$ cat config.mk
export PLATFORM = sky130hd
export DESIGN_NAME = bcd_display_ctrl
export DESIGN_NICKNAME = d
export VERILOG_FILES = /design/src/rtl/bcd_display_ctrl.sv
export SDC_FILE = /design/constraint.sdc
export NUM_CORES = 1
export LEC_CHECK = 0
export ABC_AREA = 1
export BUFFER_PORTS_ARGS = -buffer_cell sky130_fd_sc_hd__buf_2
export CORE_MARGIN = 8
export CORE_UTILIZATION = 53
export DETAILED_ROUTE_END_ITERATION = 6
export PLACE_DENSITY = 0.76
export SYNTH_ARGS = -nofsm -noshare
export SYNTH_HDL_FRONTEND = slang
export SYNTH_SLANG_ARGS = --single-unit
$ cat constraint.sdc
create_clock -name clk -period 4.25 [get_ports clk]
set_input_delay 0.2125 -clock clk [delete_from_list [all_inputs] [get_ports clk]]
set_output_delay 0.2125 -clock clk [all_outputs]
set_load 0.02 [all_outputs]
$ cat src/rtl/bcd_display_ctrl.sv
// Captures an 8-bit value, converts it to BCD through a 3-state sequencer and
// scans hundreds/tens/ones onto a 4-digit common-anode seven-segment display.
module bcd_display_ctrl #(
  parameter int REFRESH_DIV = 100000
) (
  input  logic        clk,
  input  logic        rst,
  input  logic [7:0]  bin,
  input  logic        load,
  input  logic        lz_en,
  output logic        busy,
  output logic        done,
  output logic [11:0] bcd_q,
  output logic [3:0]  an,
  output logic [6:0]  seg,
  output logic        dp
);

  localparam int PW = (REFRESH_DIV > 2) ? $clog2(REFRESH_DIV) : 1;
  localparam logic [PW-1:0] LAST = PW'(REFRESH_DIV - 1);

  typedef enum logic [1:0] {IDLE, CAPT, LATCH} state_t;

  // Shift-and-add-3 converter; hundreds never exceeds 2 so bits [11:10] stay 0.
  function automatic logic [11:0] bin2bcd(input logic [7:0] b);
    logic [19:0] sr;
    sr = {12'd0, b};
    for (int i = 0; i < 8; i++) begin
      if (sr[11:8]  >= 4'd5) sr[11:8]  = sr[11:8]  + 4'd3;
      if (sr[15:12] >= 4'd5) sr[15:12] = sr[15:12] + 4'd3;
      if (sr[19:16] >= 4'd5) sr[19:16] = sr[19:16] + 4'd3;
      sr = sr << 1;
    end
    return sr[19:8];
  endfunction

  function automatic logic [6:0] seg7(input logic [3:0] d);
    case (d)
      4'd0:    return 7'b1000000;
      4'd1:    return 7'b1111001;
      4'd2:    return 7'b0100100;
      4'd3:    return 7'b0110000;
      4'd4:    return 7'b0011001;
      4'd5:    return 7'b0010010;
      4'd6:    return 7'b0000010;
      4'd7:    return 7'b1111000;
      4'd8:    return 7'b0000000;
      4'd9:    return 7'b0010000;
      default: return 7'b0111111;
    endcase
  endfunction

  state_t      state;
  logic [7:0]  bin_r;
  logic [11:0] conv;

  assign conv = bin2bcd(bin_r);
  assign dp   = 1'b1;

  // Loads arriving outside IDLE are dropped, including the LATCH->IDLE edge.
  always_ff @(posedge clk or posedge rst) begin
    if (rst) begin
      state <= IDLE;
      bin_r <= 8'd0;
      busy  <= 1'b0;
      done  <= 1'b0;
      bcd_q <= 12'h000;
    end else begin
      done <= 1'b0;
      case (state)
        IDLE: begin
          if (load) begin
            bin_r <= bin;
            busy  <= 1'b1;
            state <= CAPT;
          end
        end
        CAPT: state <= LATCH;
        LATCH: begin
          bcd_q <= conv;
          done  <= 1'b1;
          busy  <= 1'b0;
          state <= IDLE;
        end
        default: begin
          busy  <= 1'b0;
          state <= IDLE;
        end
      endcase
    end
  end

  logic [PW-1:0] presc;
  logic [1:0]    idx;
  logic [3:0]    digit;
  logic [3:0]    an_sel;
  logic          blank;

  always_comb begin
    digit  = bcd_q[3:0];
    an_sel = 4'b1110;
    blank  = 1'b0;
    case (idx)
      2'd1: begin
        digit  = bcd_q[7:4];
        an_sel = 4'b1101;
        blank  = lz_en && (bcd_q[11:8] == 4'd0) && (bcd_q[7:4] == 4'd0);
      end
      2'd2: begin
        digit  = bcd_q[11:8];
        an_sel = 4'b1011;
        blank  = lz_en && (bcd_q[11:8] == 4'd0);
      end
      default: ;
    endcase
  end

  // an/seg are loaded only at the first cycle of a slot, so a bcd_q update
  // mid-slot is held off until the next slot boundary.
  always_ff @(posedge clk or posedge rst) begin
    if (rst) begin
      presc <= '0;
      idx   <= 2'd0;
      an    <= 4'b1111;
      seg   <= 7'h7F;
    end else begin
      if (presc == LAST) begin
        presc <= '0;
        idx   <= (idx == 2'd2) ? 2'd0 : idx + 2'd1;
      end else begin
        presc <= presc + PW'(1);
      end
      if (presc == '0) begin
        an  <= blank ? 4'b1111 : an_sel;
        seg <= blank ? 7'h7F : seg7(digit);
      end
    end
  end

endmodule

# --- After elaboration in Yosys (flattened, before gate mapping) ---
# Memory sizes are Yosys's and may differ from the RTL's.
# Cells that the tools add are included.
totals:
  inputBits: 12
  regBits: 54
  rom_bits: 112
  n_memories: 1
mem_list:
  columns: ["name", "depth", "width", "read_ports", "rd_ports_with_merged_regs", "wr", "line", "text"]
  rows:
  - ["(no name shown)", 16, 7, 1, 0, 0, "38", "case (d)"]
classes:
  order_cmp: 18
  n_reduce_logical: 8
  mux: 30
  add_sub_neg: 20
  eq_ne: 6
  bitwise_logic: 1
op_table:
  columns: ["cell", "n"]
  rows:
  - ["$ge 4x3->1 const B", 15]
  - ["$mux 4", 13]
  - ["$add 4x2->4 const B", 11]
  - ["$mux 3", 6]
  - ["$add 17x1->17 const B", 1]
  - ["$eq 17x17->1 const B", 1]
  - ["$logic_not 17->1", 1]
  - ["$mux 17", 1]
  - ["$add 3x2->3 const B", 4]
  - ["$logic_not 4->1", 2]
  - ["$pmux 4 s2", 1]
  - ["$mux 7", 1]
  - ["$add 1x2->3 const B", 2]
  - ["$ge 1x3->1 const B", 2]
  - ["$pmux 3 s2", 1]
  - ["$eq 2x1->1 const B", 2]
  - ["$eq 2x2->1 const B", 2]
  - ["$mux 2", 2]
  - ["$pmux 1 s2", 2]
  - ["$pmux 2 s2", 1]
  - ["$reduce_and 2->1", 2]
  - ["$add 1x2->3 const AB", 1]
  - ["$ge 1x3->1 const AB", 1]
  - ["$add 2x1->2 const B", 1]
  - ["other kinds (5)", 7]

# --- Logic depth before layout (Yosys ltp) ---
# Gate-level depths: netlist (run 1).
logic_depth:
  depth_word: 14
  mapped_depth: 36
  depth_no_buf: 36

# --- Worst setup path before layout (run 1) ---
# No wires, ideal clock.
synth_path:
  path_type: "register -> register"
  start: "reg bin_r[5]"
  end: "reg bcd_q[5]"
  path_slack_ns: 0.172
  stages_incl_launch_ff: 37
  arrival_time_ns: 3.961
  period_less_slack_ns: 4.078
  required_time_ns: 4.133
  path_buffers: 0
  cell_sequence: "dfrtp_1 > inv_1 > ha_1 > inv_1 > ha_1 > inv_1 > nand2_2 > nand2_2 > nand2_2 > ha_1 > inv_1 > or2_4 > nand3_2 > nand2_2 > nand2_1 > nand2_2 > inv_2 > ha_1 > inv_1 > or2_2 > nand3_4 > nand2_4 > nand3_2 > nand2_1 > ha_1 > a21oi_1 > inv_1 > nand2_1 > nand2_2 > inv_1 > nand2_2 > nand2_2 > nand2_2 > nand2_2 > nand2_1 > nand2_1 > nand2_1"
synth_between:
  elab_chain_len: 10
synth_lines:
  columns: ["item", "line", "text"]
  rows:
  - ["start, declared", "54", "logic [7:0] bin_r;"]
  - ["start signal, assigned", "73", "bin_r <= bin;"]
  - ["$add 4x2->4 / $ge 4x3->1 (equally long branches)", "29", "if (sr[11:8] >= 4'd5) sr[11:8] = sr[11:8] + 4'd3;"]
  - ["$mux 4 *", "29", null]
  - ["$add 4x2->4, or another cell as far along", "29", null]
  - ["$mux 4 (on tied branches)", "29, 30", null]
  - ["$add 4x2->4, or another cell as far along", "29", null]
  - ["$mux 4 (on tied branches)", "29, 30", null]
  - ["$add 4x2->4, or another cell as far along", "29", null]
  - ["$mux 4 (on tied branches)", "29, 30", null]
  - ["$add 4x2->4 / $ge 4x3->1 (equally long branches)", "30", "if (sr[15:12] >= 4'd5) sr[15:12] = sr[15:12] + 4'd3;"]
  - ["$mux 4 *", "30", null]
  - ["end signal, assigned", "80", "bcd_q <= conv;"]
  - ["end, declared", "13", "output logic [11:0] bcd_q,"]
# Every way passes the cells marked *; elsewhere a longest branch is shown, timed or not.
# A chain may end at the register's enable or synchronous reset.

# --- Worst setup path in the final report (run 1) ---
# Ends and elaborated chain as after synthesis.

==> flow_results.org, run 1 <==
** Critical path
- The worst setup path is captured at a flop.
- Data arrival time at the worst-slack endpoint :: 4.27 ns
- Slowest cell delay on critical path :: between 0.3 and 0.4 ns
- The cell that appears most often on the critical path is sky130_fd_sc_hd__nand2_2.
- The worst setup path is launched from a flop.
- Maximum fanout count along the critical path :: 3
- Kind of cell adding the most delay to the critical path :: simple AND/OR/NAND/NOR gates
- Worst path bufs/invs :: 8
- Required @ worst endpoint :: around 4.5 ns
- Critical Setup Path Class :: flop to flop
- Slowest library cell on the worst path :: sky130_fd_sc_hd__dfrtp_1

** Route
- Across all layers, the routed design uses approximately 2800 vias.
- Drt drc :: 0
- In the final routed layout, each cell accounts on average for about 12 um.
- 1st-iter DRT viols :: 108
- Post-route antenna net violation count :: 0
- Number of optimization iterations in the first detailed-route pass :: 4
- In the routed layout, each cell is associated on average with a via count of 5.000.
- Total detailed-routing wirelength :: 6915 um

** Floorplanning
- During I/O placement, the number of pins put on the boundary was 38.
- Measured along the y axis, the die boundary spans 95.44 um.
- The floorplan step set the die width to 95.44 um.
- The floorplan has 29 rows.
- The region available for standard cell placement spans 0.006241 sq mm.
- The floorplan step defined a die boundary enclosing 0.009108 sq mm.
- Initial Utilization :: 53.59%

** CTS
- TritonCTS built the clock tree.
- After clock tree synthesis, the flow added hold-fix buffers numbering 0.
- In this run, CTS created clock tree buffers numbering 5.
- After clock tree synthesis, the clock-pin slew on the worst setup and hold paths is about 0.090 ns.
- Latest clock arrival within the worst-skew pair :: approximately 0.30 ns
- Clock Tree Buf Depth :: 2
- The H-tree was split into 2 levels.
- In this run the clock root is driven by a sky130_fd_sc_hd__clkbuf_8.
- Counting every sink on the clock net gives 51.

** Logic synthesis
- Number of enable-type register cells in the synthesized netlist :: 0
- Dominant combinational cell family by area after synthesis :: simple AND/OR/NAND/NOR gates
- Proportion of synthesized area in mux cells :: 0%
- After Yosys synthesis, and, or, nand and nor cells account for 31.65% of the synthesized area.
- Register area share after synthesis :: 38.53%
- The synthesized netlist devotes 10.85% of its cell area to compound gates.
- The synthesized design contains 51 register bits.
- Of the post-synthesis cell area, the dominant cell type holds a little under a third.
- For this run, asynchronously set or reset flops after synthesis account for 100.0%.
- The netlist uses 39 different library cells.
- In this run the cell area of the synthesized design comes to around 0.0033 sq mm.
- The Yosys step of the flow raised 0 warnings.
- Area share of fa/ha/maj cells after synthesis :: about 7.5%
- Averaged over all synthesized cells, the footprint is 7.516 sq um.
- Synthesis produced a netlist whose cell count is approximately 450.
- Largest area contributor in the synthesized netlist :: sky130_fd_sc_hd__dfrtp_1
- For this run, the leading register cell type out of synthesis is sky130_fd_sc_hd__dfrtp_1.
- Summing the areas of all xor and xnor instances in the mapped netlist gives less than 1% of the synthesized area.
- By area the synthesized netlist is led by sky130_fd_sc_hd__dfrtp_1, sky130_fd_sc_hd__nand2_1, sky130_fd_sc_hd__inv_1.

** Power
- Portion of total power attributed to combinational logic :: between 60% and 70%
- Static Leak :: 2.001 nW
- Share of power burned in the clock network :: 11.3%
- P_int :: 1.233 mW
- Switching power share of the total :: 50.06%
- Worst IR Drop VDD :: 0.6483 mV
- Sequential share of power :: 24.6%
- For this design the ratio of total power to cell area is approximately 650 mW/mm^2.
- Sw power :: 1.236 mW

** Global routing
- Maximum number of pins on one net before global-route repair :: 52
- In the global route stage, overall resource usage came out at around 16%.
- After global routing the overflow that remains totals 0.
- Number of global-route vias before repair :: 2736
- First-pass GRT wire length :: roughly 12000 um
- The number of antenna violations at the first check in global routing was 0.

** Placement
- Pre-CTS WS :: -0.1499 ns
- Estimated wirelength of the detail-placed design :: 5152 um
- The congestion estimate from routability-driven global placement came to a little under 0.9.
- Count of port buffers added during placement :: 33

** Job
- Number of maximum-capacitance constraint violations :: 0

** Timing
- Hold violation count in the final report :: 0
- Fmax :: 248.7 MHz
- Number of pins exceeding their max-slew limit in the final report :: 0
- Final-layout worst hold slack :: 0.1084 ns
- Final Setup Violations :: 0
- Tmin final :: 4.021 ns
- Worst-case setup margin in the final layout :: approximately 0.23 ns
- Period Utilization, post-route :: 94.61%
- Worst Tran Pin Value :: 1.063 ns
- Relative slew slack :: 29.05%
- Across the routed clock network, the largest skew measured is 0.007979 ns.

** Status
- Run status :: finished clean

** Cells and area
- Cells fill 60.77% of the core in the end.
- Number of diodes added for antenna fixing :: 0
- After the last flow step, the layout net total stands at 521.
- P&R area growth vs syn :: 13.39%
- Fill cells in the final layout number 563.
- Share of cells above drive strength 1 :: between 20% and 30%

** Hold path
- In this run the worst hold path is classified as input port to flop.
-- Yosys cell counts, types with 3 or more instances --
master,n
sky130_fd_sc_hd__nand4_1,3
sky130_fd_sc_hd__nand3_1,25
sky130_fd_sc_hd__nand2_4,7
sky130_fd_sc_hd__inv_1,79
sky130_fd_sc_hd__o21ai_1,3
sky130_fd_sc_hd__nand2_1,85
sky130_fd_sc_hd__dfrtp_1,41
sky130_fd_sc_hd__ha_1,20
sky130_fd_sc_hd__buf_4,5
sky130_fd_sc_hd__nor2_1,50
sky130_fd_sc_hd__nor4_1,5
sky130_fd_sc_hd__nor3_1,4
sky130_fd_sc_hd__nand2_2,24
sky130_fd_sc_hd__inv_2,5
sky130_fd_sc_hd__o21ai_0,24
sky130_fd_sc_hd__nand3_2,5
sky130_fd_sc_hd__a21oi_1,20
sky130_fd_sc_hd__o22ai_1,3
sky130_fd_sc_hd__dfstp_2,10
-- per-layer routing --
metal	vias to the layer above	GRT usage (%)	wire length, um	share of wire, %
met4	0	4.225	69	1.0
met5	-	0	0	0
met2	47	28.37	3435	50
met1	1300	19.09	3122	45
li1	1483	-	-	-
met3	5	2.520	288	4.2
-- worst paths after layout --
check / from / end / slack (ns) / cells past startpoint
setup / recovery: bin_r[5] / bcd_q[5] / 0.23 / 35
hold / removal: bin[7] / bin_r[7] / 0.11 / 3
setup reg to reg: bin_r[5] / bcd_q[5] / 0.23 / 35
hold reg to reg: state[1] / state[1] / 0.45 / 1
max in group asynchronous: rst / presc[2] / 3.42 / 2
min in group asynchronous: rst / bin_r[4] / 0.17 / 2
-- worst register-to-register path, delay by kind of cell (launching register included) --
family / cells / cell delay, ns
AOI/OAI and AO/OA: 1 / 0.16
DFF: 1 / 0.39
and+or+nand+nor: 21 / 1.96
adders and majority gates: 5 / 0.88
buffers and inverters: 8 / 0.59
-- power groups by stage --
stage                     clock network (mW)  registers [mW]  logic [mW]
after CTS                              0.288           0.604        1.48
final                                  0.278           0.607        1.58
after floorplan                            0           0.655        1.15
after global routing                   0.307           0.616        1.78
after detailed placement                   0           0.614        1.45
after global placement                     0           0.614        1.39
-- cells in the final DEF, fill, tap and decap left out, drive strengths merged --
cell	Yosys	layout
nand2	116	116
inv	84	84
nor2	51	51
buf	5	42
dfrtp	41	41
nand3	32	32
o21ai	29	29
a21oi	21	21
ha	20	20
dfstp	10	10
clkbuf	2	6
nor4	5	5
nor3	4	4
conb	2	4
o22ai	4	4
nand4	3	3
or2	3	3
clkinv	2	3
o211ai	2	2
a31oi	2	2
a31o	1	1
nand3b	1	1
a221o	1	1
nor3b	1	1
a211oi	1	1
xor2	1	1
a221oi	1	1
clkinvlp	0	1
-- cell type report --
cell class	instances	area, sq um	area share [%]
clock buffers	6	72.57	1.914
clock inverters	2	12.51	0.3299
flip-flops and latches	51	1289	33.98
multi-input cells	303	1764	46.52
inverters	86	325.3	8.578
repair buffers	42	232.7	6.137
well taps	77	96.34	2.540
-- stage by stage --
stage	power [mW]	instances	TNS [ns]	instance area (sq um)
global placement	2.008	551	0	3576
finish	2.469	567	0	3792
CTS	2.369	561	0	3680
detailed placement	2.065	551	-0.4906	3576
floorplan	1.807	447	0	3352
global route	2.705	567	-0.04221	3792
-- timing repair --
item | 4_1_cts | 5_1_grt
setup endpoints to repair | 4 | 5
pin swaps | 1 | 6
setup buffers | 2 | 6
resized for setup | 3 | 20
-- cells by family after synthesis --
group	count (synthesis)
adders and majority gates	20
DFF	51
and+or+nand+nor	216
AOI/OAI and AO/OA	62
xor gates and xnor gates	1
other	2
buffers and inverters	93
-- registers in the layout, summed over array words and instances, names as in the netlist --
name / count
bcd_q: 10
an: 3
idx: 2
seg: 7
done: 1
busy: 1
bin_r: 8
state: 2
presc: 17
No activity file was read; power rests on OpenSTA's default activity.
==> inputs of run 2 (changes only) <==
--- a/config.mk
+++ b/config.mk
@@ -8,9 +8,9 @@
 export ABC_AREA = 1
 export BUFFER_PORTS_ARGS = -buffer_cell sky130_fd_sc_hd__buf_2
 export CORE_MARGIN = 8
-export CORE_UTILIZATION = 53
+export CORE_UTILIZATION = 59
 export DETAILED_ROUTE_END_ITERATION = 6
-export PLACE_DENSITY = 0.76
+export PLACE_DENSITY = 0.8
 export SYNTH_ARGS = -nofsm -noshare
 export SYNTH_HDL_FRONTEND = slang
 export SYNTH_SLANG_ARGS = --single-unit
==> constraint.sdc (replaced) <==
create_clock -name clk -period 4 [get_ports clk]
set_input_delay 0.2 -clock clk [delete_from_list [all_inputs] [get_ports clk]]
set_output_delay 0.2 -clock clk [all_outputs]
set_load 0.02 [all_outputs]
==> run 2 against run 1 <==
  * Sequential power is 5.6% higher
  * Critical path type unchanged
  * Highest routed layer unchanged
  * Count of clock-buffer cells in the layout rose by 1
  * Final cell count rose by 1.2%
  * Register-to-register slack lost 0.02 ns
  * Clock skew grew 0.0032 ns
  * Routed wire length grew 1.6%
  * Worst hold slack got worse by 0.018 ns
==> flow_results.org, run 2 (synthesis results as in run 1) <==
** Timing
- Setup Skew :: 0.01120 ns (+0.003225 ns)
- Tmin final :: 3.791 ns (-0.2301 ns)
- The slew at the pin closest to its max-slew limit is 1.074 ns (+0.01128 ns).
- The relative slew slack was 28.29% (-0.75 points).
- The post-route fraction of the period consumed by the critical path came to 94.77% (+0.16 points).
- Accumulated negative setup slack :: 0 ns (unchanged)
- Final Setup Violations :: 0 (unchanged)
- The post-route worst hold slack came to 0.09023 ns (-0.01819 ns).
- Hold violation count in the final report :: 0 (unchanged)
- The achievable frequency is 263.8 MHz (+6.1%).
- The max-slew violation total from the final report is 0 (unchanged).

** Floorplanning
- The core box area was 0.005507 sq mm (-12%).
- The die area is 0.008334 sq mm (-8.5%).
- The number of I/O pins was 38 (unchanged).
- Initial Utilization :: 60.74% (+7.1 points)
- The row count was 27 (-6.9%).
- The height of the die is 91.29 um (-4.3%).
- The horizontal die dimension is 91.29 um (-4.3%).

** Power
- Static Leak :: 2.096 nW (+4.8%)
- Sw power :: 1.378 mW (+11%)
- P_int :: 1.443 mW (+17%)
- The logic gate share of total power was 66.1% (+1.9 points).
- The share of total power consumed by net switching was 48.86% (-1.2 points).
- Sequential share of power :: 22.7% (-1.9 points)
- The post-layout total power was 2.821 mW (+14%).
- The power share of the clock group came to 11.2% (about the same).
- The power density over the cells is 711.9 mW/mm^2 (+9.3%).
- The maximum VDD drop is 0.6259 mV (-3.5%).

** Route
- The routed wire length per instance is 12.24 um (+0.38%).
- Post-route antenna net violation count :: 0 (unchanged)
- Count of vias placed by the detailed router :: 2886 (+1.8%)
- Avg Vias per Cell :: 5.028 (+0.56%)
- The number of DRC violations after detailed routing came to 0 (unchanged).
- Total detailed-routing wirelength :: 7027 um (+1.6%)
- Number of optimization iterations in the first detailed-route pass :: 4 (unchanged)
- The number of DRC violations after detailed-routing iteration 0 was 91 (-16%).

** Critical path
- Slowest library cell on the worst path :: sky130_fd_sc_hd__dfrtp_1
- The arrival time at the worst endpoint was 4.03 ns (-0.24 ns).
- The required time of the critical path came to 4.24 ns (-0.26 ns).
- The worst reg2reg path depth came to 35 (unchanged).
- Critical Setup Path Class :: flop to flop
- Type of element capturing the critical path :: flop
- Startpoint type of the worst setup path :: flop
- Slowest cell delay on critical path :: 0.40 ns (about the same)
- Among the stages of the critical path, the cell type that occurs most often is sky130_fd_sc_hd__nand2_2.
- Maximum fanout count along the critical path :: 5 (+2)

** Status
- Run status :: finished clean

** CTS
- # clock sinks :: 51 (unchanged)
- Clock tree from TritonCTS :: yes
- The maximum buffer depth of the clock tree came to 2 (unchanged).
- CTS H-tree lvls :: 2 (unchanged)
- Number of buffers inserted during clock tree synthesis :: 5 (unchanged)
- Clock root buffer master :: sky130_fd_sc_hd__clkbuf_8
- The clock transition time at the flip-flop clock pins of the worst setup and hold paths came to 0.10 ns (about the same).
- The later-pin clock latency in the skew report was 0.31 ns (about the same).

** Placement
- The detailed placement HPWL came to 5192 um (+0.78%).
- Placed Cells :: 551 (unchanged)
- Count of port buffers added during placement :: 33 (unchanged)
- Global placement routability congestion :: 0.8366 (-3.5%)

** Cells and area
- The core occupancy in the finished layout came to 71.96% (+11 points).
- Leaving out fill and tap cells, the most frequent cells in the layout are sky130_fd_sc_hd__nand2_1, sky130_fd_sc_hd__inv_1, sky130_fd_sc_hd__nor2_1, sky130_fd_sc_hd__dfrtp_1, sky130_fd_sc_hd__buf_2.
- The net total in the final layout came to 533 (+2.3%).
- The library cell used most frequently in the layout, excluding fill and tap cells, is sky130_fd_sc_hd__nand2_1.
- Compared with the post-synthesis result, the final layout area differs by 18.48%.
- Fin cells :: 574 (+1.2%)
- Regs by FF count :: presc (17), bcd_q (10), bin_r (8)
- The number of diodes added for antenna fixing was 0 (unchanged).
- Share of cells above drive strength 1 :: 27.89% (+1.8 points)
- The register with the most flip-flops in the final layout is presc.
- The number of flip-flops in the largest register was 17 (unchanged).

** Hold path
- The min-delay analysis places its worst path in the category input port to flop.
- Count of cells along the worst hold path :: 3 (unchanged)

** Global routing
- Maximum number of pins on one net before global-route repair :: 52 (unchanged)
- Overflow left after global routing :: 0 (unchanged)
- The number of global-route vias before repair came to 2829 (+3.4%).
- Overall Global Routing Usage :: 16.81% (+1.0 points)
- The number of antenna violations at the first check in global routing came to 0 (unchanged).
- The wire length of the first global-routing pass was 11950 um (+1.3%).

** Job
- Number of maximum-capacitance constraint violations :: 0 (unchanged)
==> run 2: cell count changes in the layout (fill, tap and decap cells not counted), sizes merged <==
| cell | before | now |
|---|---|---|
| clkinvlp | 1 | 0 |
| buf | 42 | 54 |
| clkbuf | 6 | 7 |
==> run 2: layout make-up <==
cell class	count	area, sq um
Clock buffer	7	86.33
Clock inverter	1	8.758
Fill cell	438	1544
Inverter	86	327.8
Multi-Input combinational cell	303	1834
Sequential cell	51	1289
Tap cell	72	90.09
Timing Repair Buffer	54	326.6
==> run 2: path summary, 6_finish.rpt <==
check	from	to	slack (ns)
min reg2reg	state[1]	state[1]	0.46
max in group asynchronous	rst	bin_r[2]	3.18
max reg2reg	bin_r[5]	bcd_q[5]	0.21
min	bin[7]	bin_r[7]	0.09
min in group asynchronous	rst	state[0]	0.13
max	bin_r[5]	bcd_q[5]	0.21
==> run 2: metal layers <==
| metal | track usage, % | share of wire [%] | up-vias | routed length, um |
|---|---|---|---|---|
| met5 | 0 | 0 | - | 0 |
| met4 | 5.730 | 1.8 | 0 | 127 |
| met3 | 3.128 | 3.3 | 12 | 235 |
| met2 | 31.14 | 51 | 43 | 3579 |
| met1 | 18.73 | 44 | 1333 | 3084 |
| li1 | - | - | 1498 | - |
==> run 2: repair_timing <==
action	4_1_cts	5_1_grt
pin swaps	3	14
resized for setup	7	27
setup buffers	4	11
hold buffers	0	0
endpoints found under the setup margin	4	4
==> run 2: through the flow <==
step	worst slack [ns]	instance area, sq um
floorplan	0.02159	3356
global placement	0.02782	3611
detailed placement	-0.2289	3611
CTS	0.02115	3761
global route	-0.07271	3963
finish	0.2091	3963
==> run 2: power groups by stage <==
stage | clock network (mW) | registers, mW | logic, mW
after floorplan | 0 | 0.696 | 1.23
after global placement | 0 | 0.647 | 1.51
after detailed placement | 0 | 0.649 | 1.57
after CTS | 0.324 | 0.640 | 1.62
after global routing | 0.335 | 0.651 | 2.09
final | 0.315 | 0.641 | 1.86
==> run 2: critical path: cells and delay by family, from the launching register on <==
family                   cells  cell delay, ns
AO/OA/AOI/OAI                1            0.22
AND/OR/NAND/NOR             21            1.73
buffers and inverters        8            0.57
flip-flops                   1            0.40
adder cells (fa/ha/maj)      5            0.78
